## src/rtl/bus_protocol_target_if.sv

```systemverilog
// dValid/dAck byte-transfer bus plus the downstream valid/ready FIFO port and status.
// master = bus master / consumer side, slave = the target.
interface bus_protocol_target_if #(
    parameter int DEPTH = 4
);
    localparam int LW = $clog2(DEPTH) + 1;

    logic          dValid;
    logic [7:0]    data;
    logic          dAck;
    logic          out_valid;
    logic [7:0]    out_data;
    logic          out_ready;
    logic          err_protocol;
    logic          err_overflow;
    logic [LW-1:0] level;

    modport master (
        output dValid, data, out_ready,
        input  dAck, out_valid, out_data, err_protocol, err_overflow, level
    );

    modport slave (
        input  dValid, data, out_ready,
        output dAck, out_valid, out_data, err_protocol, err_overflow, level
    );
endinterface

```

## src/rtl/bus_protocol_target.sv

```systemverilog
// Target end of the dValid/dAck bus: acks each transfer ACK_DELAY edges after it
// starts, queues the byte in a small FIFO and flags master protocol errors / overflow.
module bus_protocol_target #(
    parameter int ACK_DELAY = 1,  // legal 1..3
    parameter int DEPTH     = 4   // power of 2, >= 2
) (
    input  logic                 clk,
    input  logic                 reset,
    bus_protocol_target_if.slave bus
);
    localparam int AW = $clog2(DEPTH);
    localparam int LW = AW + 1;

    typedef enum logic [1:0] {WAIT_LOW, IDLE, COUNT, DRAIN} state_t;

    state_t        state, state_nxt;
    logic [1:0]    cnt, cnt_nxt;
    logic          dack_q, dack_nxt;
    logic          push, perr_set;
    logic          perr_q, ovf_q;

    logic [7:0]    mem [DEPTH];
    logic [AW-1:0] wptr, rptr;
    logic [LW-1:0] lvl;
    logic          pop, full, push_ok, ovf_set;

    // cnt holds the index of the edge about to be sampled while in COUNT
    always_comb begin
        state_nxt = state;
        cnt_nxt   = cnt;
        dack_nxt  = 1'b0;
        push      = 1'b0;
        perr_set  = 1'b0;
        case (state)
            WAIT_LOW: if (!bus.dValid) state_nxt = IDLE;
            IDLE: begin
                if (bus.dValid) begin
                    state_nxt = COUNT;
                    cnt_nxt   = 2'd1;
                    dack_nxt  = (ACK_DELAY == 1);
                end
            end
            COUNT: begin
                if (!bus.dValid) begin
                    perr_set  = 1'b1;
                    state_nxt = IDLE;
                end else if (cnt == 2'(ACK_DELAY)) begin
                    push      = 1'b1;
                    state_nxt = DRAIN;
                end else begin
                    cnt_nxt  = cnt + 2'd1;
                    dack_nxt = (cnt == 2'(ACK_DELAY - 1));
                end
            end
            DRAIN: begin
                perr_set  = bus.dValid;
                state_nxt = bus.dValid ? WAIT_LOW : IDLE;
            end
            default: state_nxt = WAIT_LOW;
        endcase
    end

    // The master cannot be stalled, so a full FIFO drops the byte but still acks
    assign pop     = (lvl != '0) && bus.out_ready;
    assign full    = (lvl == LW'(DEPTH));
    assign push_ok = push && (!full || pop);
    assign ovf_set = push && full && !pop;

    always_ff @(posedge clk) begin
        if (reset) begin
            state  <= WAIT_LOW;
            cnt    <= '0;
            dack_q <= 1'b0;
            perr_q <= 1'b0;
            ovf_q  <= 1'b0;
            wptr   <= '0;
            rptr   <= '0;
            lvl    <= '0;
        end else begin
            state  <= state_nxt;
            cnt    <= cnt_nxt;
            dack_q <= dack_nxt;
            if (perr_set) perr_q <= 1'b1;
            if (ovf_set)  ovf_q  <= 1'b1;
            if (push_ok)  wptr   <= wptr + AW'(1);
            if (pop)      rptr   <= rptr + AW'(1);
            lvl <= lvl + LW'(push_ok) - LW'(pop);
        end
    end

    always_ff @(posedge clk) begin
        if (!reset && push_ok) mem[wptr] <= bus.data;
    end

    assign bus.dAck         = dack_q;
    assign bus.out_valid    = (lvl != '0);
    assign bus.out_data     = mem[rptr];
    assign bus.level        = lvl;
    assign bus.err_protocol = perr_q;
    assign bus.err_overflow = ovf_q;
endmodule

```

## src/flat_wrapper.sv

```systemverilog
// flat-port wrapper written by rule: the top's interface ports become plain ports
module bus_protocol_target_flat 
#(
    parameter int ACK_DELAY = 1,               
    parameter int DEPTH     = 4                      
)
  (clk, reset, bus_dValid, bus_data, bus_out_ready, bus_dAck, bus_out_valid, bus_out_data, bus_err_protocol, bus_err_overflow, bus_level);
  bus_protocol_target_if #(.DEPTH(DEPTH)) bus_i ();
  input  logic clk;
  input  logic reset;
  input wire logic [$bits(bus_i.dValid)-1:0] bus_dValid;
  input wire logic [$bits(bus_i.data)-1:0] bus_data;
  input wire logic [$bits(bus_i.out_ready)-1:0] bus_out_ready;
  output wire logic [$bits(bus_i.dAck)-1:0] bus_dAck;
  output wire logic [$bits(bus_i.out_valid)-1:0] bus_out_valid;
  output wire logic [$bits(bus_i.out_data)-1:0] bus_out_data;
  output wire logic [$bits(bus_i.err_protocol)-1:0] bus_err_protocol;
  output wire logic [$bits(bus_i.err_overflow)-1:0] bus_err_overflow;
  output wire logic [$bits(bus_i.level)-1:0] bus_level;
  assign bus_i.dValid = bus_dValid;
  assign bus_i.data = bus_data;
  assign bus_i.out_ready = bus_out_ready;
  assign bus_dAck = bus_i.dAck;
  assign bus_out_valid = bus_i.out_valid;
  assign bus_out_data = bus_i.out_data;
  assign bus_err_protocol = bus_i.err_protocol;
  assign bus_err_overflow = bus_i.err_overflow;
  assign bus_level = bus_i.level;
  bus_protocol_target #(.ACK_DELAY(ACK_DELAY), .DEPTH(DEPTH)) u_core (.clk(clk), .reset(reset), .bus(bus_i));
endmodule
```

## config.mk

```make
export PLATFORM = sky130hd
export DESIGN_NAME = bus_protocol_target_flat
export DESIGN_NICKNAME = d
export VERILOG_FILES = /design/src/rtl/bus_protocol_target_if.sv /design/src/rtl/bus_protocol_target.sv /design/src/flat_wrapper.sv
export SDC_FILE = /design/constraint.sdc
export NUM_CORES = 1
export LEC_CHECK = 0
export BUFFER_PORTS_ARGS = -buffer_cell sky130_fd_sc_hd__buf_2
export CAP_MARGIN = 10
export CORE_AREA = 2 2 67 69
export CTS_CLUSTER_SIZE = 30
export DETAILED_ROUTE_END_ITERATION = 7
export DIE_AREA = 0 0 69 71
export GPL_TIMING_DRIVEN = 0
export PLACE_DENSITY_LB_ADDON = 0.12
export SLEW_MARGIN = 10
export SYNTH_ARGS = -nofsm -noshare
export SYNTH_HDL_FRONTEND = slang
export SYNTH_SLANG_ARGS = --single-unit
```

## constraint.sdc

```tcl
create_clock -name clk -period 1.8 [get_ports clk]
set_input_delay 0.36 -clock clk [delete_from_list [all_inputs] [get_ports clk]]
set_output_delay 0.36 -clock clk [all_outputs]
set_load 0.03 [all_outputs]
```

Yosys cells after proc, flatten, opt, wreduce, memory -nomap -nowiden
Memories as Yosys holds them, arrays and structs flattened. A register that Yosys moved wholly into a read port is not among the register bits.
Index checks and enable logic that the tools add are counted.
{"block": "classes", "n_eq_ne": 10, "reduce_logical": 15, "n_mux": 23, "addsub": 5}
{"operator": "2-bit two-way mux", "n": 9}
{"operator": "1-bit two-way mux", "n": 10}
{"operator": "2-bit inequality test (second input constant)", "n": 4}
{"operator": "2-bit one-hot mux with 4 select lines", "n": 1}
{"operator": "2-bit by 1-bit adder with 2-bit output (second input constant)", "n": 3}
{"operator": "1-bit logical AND", "n": 5}
{"operator": "2-bit by 1-bit equality test with 1-bit output (second input constant)", "n": 2}
{"operator": "2-bit equality test (second input constant)", "n": 2}
{"operator": "2-bit logical NOT", "n": 2}
{"operator": "1-bit one-hot mux with 2 select lines", "n": 2}
{"operator": "2-bit one-hot mux with 2 select lines", "n": 1}
{"operator": "4-bit AND reduction", "n": 1}
{"operator": "3-bit by 1-bit adder with 3-bit output", "n": 1}
{"operator": "3-bit equality test (second input constant)", "n": 1}
{"operator": "1-bit logical NOT", "n": 3}
{"operator": "3-bit by 2-bit inequality test with 1-bit output (second input constant)", "n": 1}
{"operator": "3-bit AND reduction", "n": 1}
{"operator": "3-bit nonzero test", "n": 1}
{"operator": "3-bit by 1-bit subtractor with 3-bit output", "n": 1}
{"operator": "2-bit nonzero test", "n": 1}
{"operator": "1-bit logical OR", "n": 1}
{"block": "totals", "word_cells": 62, "ff_bits": 14, "mem_count": 1, "mem_bits_rw": 32, "output_inout_bits": 15, "in_bits": 12}
{"memory": "u_core.mem", "words": 4, "word_bits": 8, "read_ports": 1, "rd_clocked_by_memory_dff": 1, "wr": 1, "line": "bus_protocol_target.sv:22", "text": "logic [7:0] mem [DEPTH];"}

Depth between registers and ports, before layout
{"block": "depth", "word_depth": 8, "depth_mapped": 9, "ltp_nobuf": 8}

Worst setup path after synthesis
No wires, ideal clock.
{"block": "synth_timing", "path_type": "flip-flop to flip-flop", "from": "register u_core.lvl[2], in the netlist u_core.bus.level[2]", "to": "register u_core.lvl[2], in the netlist u_core.bus.level[2]", "setup_slack_ps": -337, "path_stages_with_launch": 8, "setup_time_ps": 117, "period_less_slack_ps": 2137, "t_required_ps": 1683, "t_arrival_ps": 2020, "path_cell_list": "dfxtp_1 or3_1 nand3_1 o21ai_0 ha_1 fa_1 xnor2_1 nor2_1"}
{"block": "synth_between", "elab_chain_len": 6, "word_cells_on_any_way": 8}
{"element": "from (decl)", "line": "bus_protocol_target.sv:24", "text": "logic [LW-1:0] lvl;"}
{"element": "from (signal assigned)", "line": "bus_protocol_target.sv:87", "text": "lvl <= lvl + LW'(push_ok) - LW'(pop);"}
{"element": "3-bit nonzero test *"}
{"element": "via bus_out_valid", "line": "flat_wrapper.sv:15", "text": "output wire logic [$bits(bus_i.out_valid)-1:0] bus_out_valid;"}
{"element": "1-bit logical AND *", "line": "bus_protocol_target.sv:64", "text": "assign pop = (lvl != '0) && bus.out_ready;"}
{"element": "1-bit logical OR", "line": "bus_protocol_target.sv:66", "text": "assign push_ok = push && (!full || pop);"}
{"element": "1-bit logical AND", "line": "bus_protocol_target.sv:66"}
{"element": "3-bit by 1-bit adder with 3-bit output", "line": "bus_protocol_target.sv:87"}
{"element": "3-bit by 1-bit subtractor with 3-bit output *", "line": "bus_protocol_target.sv:87"}
The timed path passes the listed nets; every way through them passes the cells marked *.
A chain may end at the register's enable or synchronous reset.

==> summary.txt <==
outcome -> finished with violations
failing checks -> setup timing
count of antenna-violating nets left after detailed routing -> 0
count of boundary I/O pins -> 27
net count reported at finish -> 205
setup repair after global routing missed its margin -> true
drt first pass iters -> 4
Initial Utilization -> 49.2%
number of DRC markers after the initial detailed-route iteration -> 68
average wire per cell in the routed design -> 15.1 µm
all-layer global routing usage -> 15.2%
number of library cell types mapped by synthesis -> 38
Worst EP required -> 1440 ps
total half-perimeter wirelength after legalization and detailed placement -> 2400 µm
maximum clock frequency -> 554 MHz
summed instance area of the synthesized netlist -> 2070 µm²
Crit Path Category -> reg -> out
clock-pin transition on the worst setup and hold timing paths -> 90 ps
total number of clock tree sinks -> 48
top fanout value on the critical path -> 8
mean number of vias per cell -> 5.31
Routed Wire Length -> 3520 µm
average cell area after synthesis -> 14.8 µm²
min setup slack post-route -> -5.25 ps
vias in the first global route -> 1259
wire length of the first global-routing pass -> 5700 µm
final count of hold timing violations -> 0
number of buffers created by CTS -> 5
data arrival time of the worst path -> 1450 ps
post-placement cell area -> 2290 µm²
Yosys Warn Count -> 0
pin count of the biggest net entering global routing -> 15
Core Box Area -> 4200 µm²
max_slew headroom -> 67.3%
net count of the mapped netlist -> 165
synthesized instance count -> 140
transition time of the tightest slew-check pin -> 491 ps
Overall Power -> 0.00327 W
Area Overhead vs Synth -> 25.2%
buffer type at the clock tree root -> clkbuf_8
Cell Pwr Density -> 1260 nW/µm²
number of remaining DRC errors -> 0
area taken by multi-input logic gates -> 798 µm²
static leakage -> 0.951 nW
final period utilization -> 100%
final-layout fill cell count -> 344
maximum level of the CTS H-tree -> 2
buffers added on ports -> 26
remaining global-route overflow -> 0
worst min-delay path class -> in -> reg
count of inserted antenna diode cells -> 0
Critical Path Sink Type -> output pin
sequential area share after synthesis -> 61.9%
later-pin clock latency in the skew report -> 300 ps
Storage cell area -> 1300 µm²
number of standard-cell rows in the floorplan -> 24
Die H -> 71 µm
min Tclk post-route -> 1810 ps
count of flip-flops with a built-in enable after synthesis -> 32
antenna violations before repair -> 0
CTS Hold Bufs -> 0
final max-slew violation count -> 0
IR drop worst, VDD -> 0.000851 V
CTS tree -> yes
#FFs+latches synth -> 48
post-place setup slack -> -237 ps
Final Wtd Congestion -> 0.784
Finished Cell Area -> 2590 µm²
element type at the critical path start -> flip-flop
max-capacitance violation count -> 0
most used flip-flop cell after synthesis -> edfxtp_1
chip width -> 69 µm
detailed-route via count -> 1238
clock skew after layout -> 8.38 ps
fraction of registers with async set or reset after synthesis -> 0%
maximum root-to-sink buffer count -> 2
proportion of layout cells with a drive suffix above 1 -> 43.6%
area of the die -> 4900 µm²
endpoints failing setup -> 1
-- logic make-up after synthesis --
group / share of synthesized area, %
fa+ha+maj: 8.22
simple gates: 9.43
flops: 61.9
mux: 10.5
xor+xnor: 1.69
buf+inv: 3.08
compound gates: 5.20
-- flip-flops by register name (all words and copies together) (netlist names), named ones only --
name and count:
u_core.mem 32, u_core.bus.level 3, u_core.cnt 2, u_core.rptr 2, u_core.state 2, u_core.wptr 2, u_core.bus.dAck 1, u_core.bus.err_overflow 1
u_core.bus.err_protocol 1
-- report_power, final --
group | total [W] | internal, W | switching (W)
Sequential | 0.00137 | 0.00127 | 0.000101
Clock | 0.000748 | 0.000412 | 0.000336
Combinational | 0.00114 | 0.000566 | 0.000578
-- worst paths after layout --
check | start | end | slack, ps | cells after the start
setup / recovery | flip-flop | bus_out_data[1] | -5 | 3
hold / removal | bus_data[4] | u_core.mem[0][4]$_DFFE_PP_ | 270 | 1
setup reg to reg | u_core.bus.level[0]$_SDFF_PP0_ | u_core.bus.level[1]$_SDFF_PP0_ | 30 | 6
hold reg to reg | u_core.bus.err_protocol$_SDFFE_PP0P_ | u_core.bus.err_protocol$_SDFFE_PP0P_ | 480 | 2
-- synthesized netlist by cell type (2+ instances only) --
| cell type | instances | area share (%) |
|---|---|---|
| nor3_1 | 2 | 0.48 |
| inv_1 | 9 | 1.6 |
| o31ai_1 | 2 | 0.73 |
| nand2_1 | 2 | 0.36 |
| nand2b_1 | 3 | 0.91 |
| xor2_1 | 2 | 0.85 |
| nand3_1 | 4 | 0.97 |
| ha_1 | 12 | 7.3 |
| o21ai_0 | 2 | 0.48 |
| mux4_2 | 8 | 8.7 |
| a21oi_1 | 2 | 0.48 |
| xnor2_1 | 2 | 0.85 |
| edfxtp_1 | 32 | 46 |
| a31oi_1 | 2 | 0.60 |
| nor2b_1 | 4 | 1.2 |
| buf_2 | 3 | 0.73 |
| dfxtp_1 | 16 | 15 |
| nor2_1 | 10 | 1.8 |
| and2_1 | 4 | 1.2 |
-- layout make-up --
type	instances	share of cell area (%)
Timing Repair Buffer	34	9.28
Buffer	5	1.84
Clock buffer	6	2.80
Tap cell	52	2.51
Clock inverter	2	1.35
Sequential cell	48	50.1
Multi-Input combinational cell	77	30.8
Inverter	9	1.30
-- placed cells by master (no fill, tap or decap), types with 4 or more instances in the layout --
cell,count
mux4_2,8
dfxtp_2,4
and2_2,4
dfxtp_1,9
buf_2,19
edfxtp_1,32
buf_4,9
clkbuf_8,5
nor2_1,10
buf_6,9
inv_1,8
ha_1,10
-- routing by layer --
layer / part of all wire (%) / wire length [µm] / global-route usage (%)
met1: 40 / 1410 / 16.4
met3: 3.7 / 131 / 3.42
met5: 0 / 0 / 0
met4: 1.8 / 63 / 7.84
met2: 54 / 1920 / 27.9
-- through the flow --
stage	utilization [%]	hold WS, ps	instances	TNS [ps]
4_1_cts	59.8	260	228	-242
6_report	61.6	271	233	-5.25
5_1_grt	61.6	267	233	-376
2_1_floorplan	-	459	140	-68.9
3_5_place_dp	54.4	464	218	-7260
3_3_place_gp	54.4	457	218	-5760
-- worst max-delay path, stage by stage (launching register included) --
cell and delay [ps]:
dfxtp_2 350, buf_12 140, mux4_2 510, buf_6 160
-- what timing repair did --
action	4_1_cts	5_1_grt
setup endpoints to repair	42	10
resized for setup	32	9
pin swaps	2	2
gates cloned	0	0
setup buffers	3	5
endpoints found under the hold margin	0	0
Note: power is estimated with default switching activity, not from simulation.
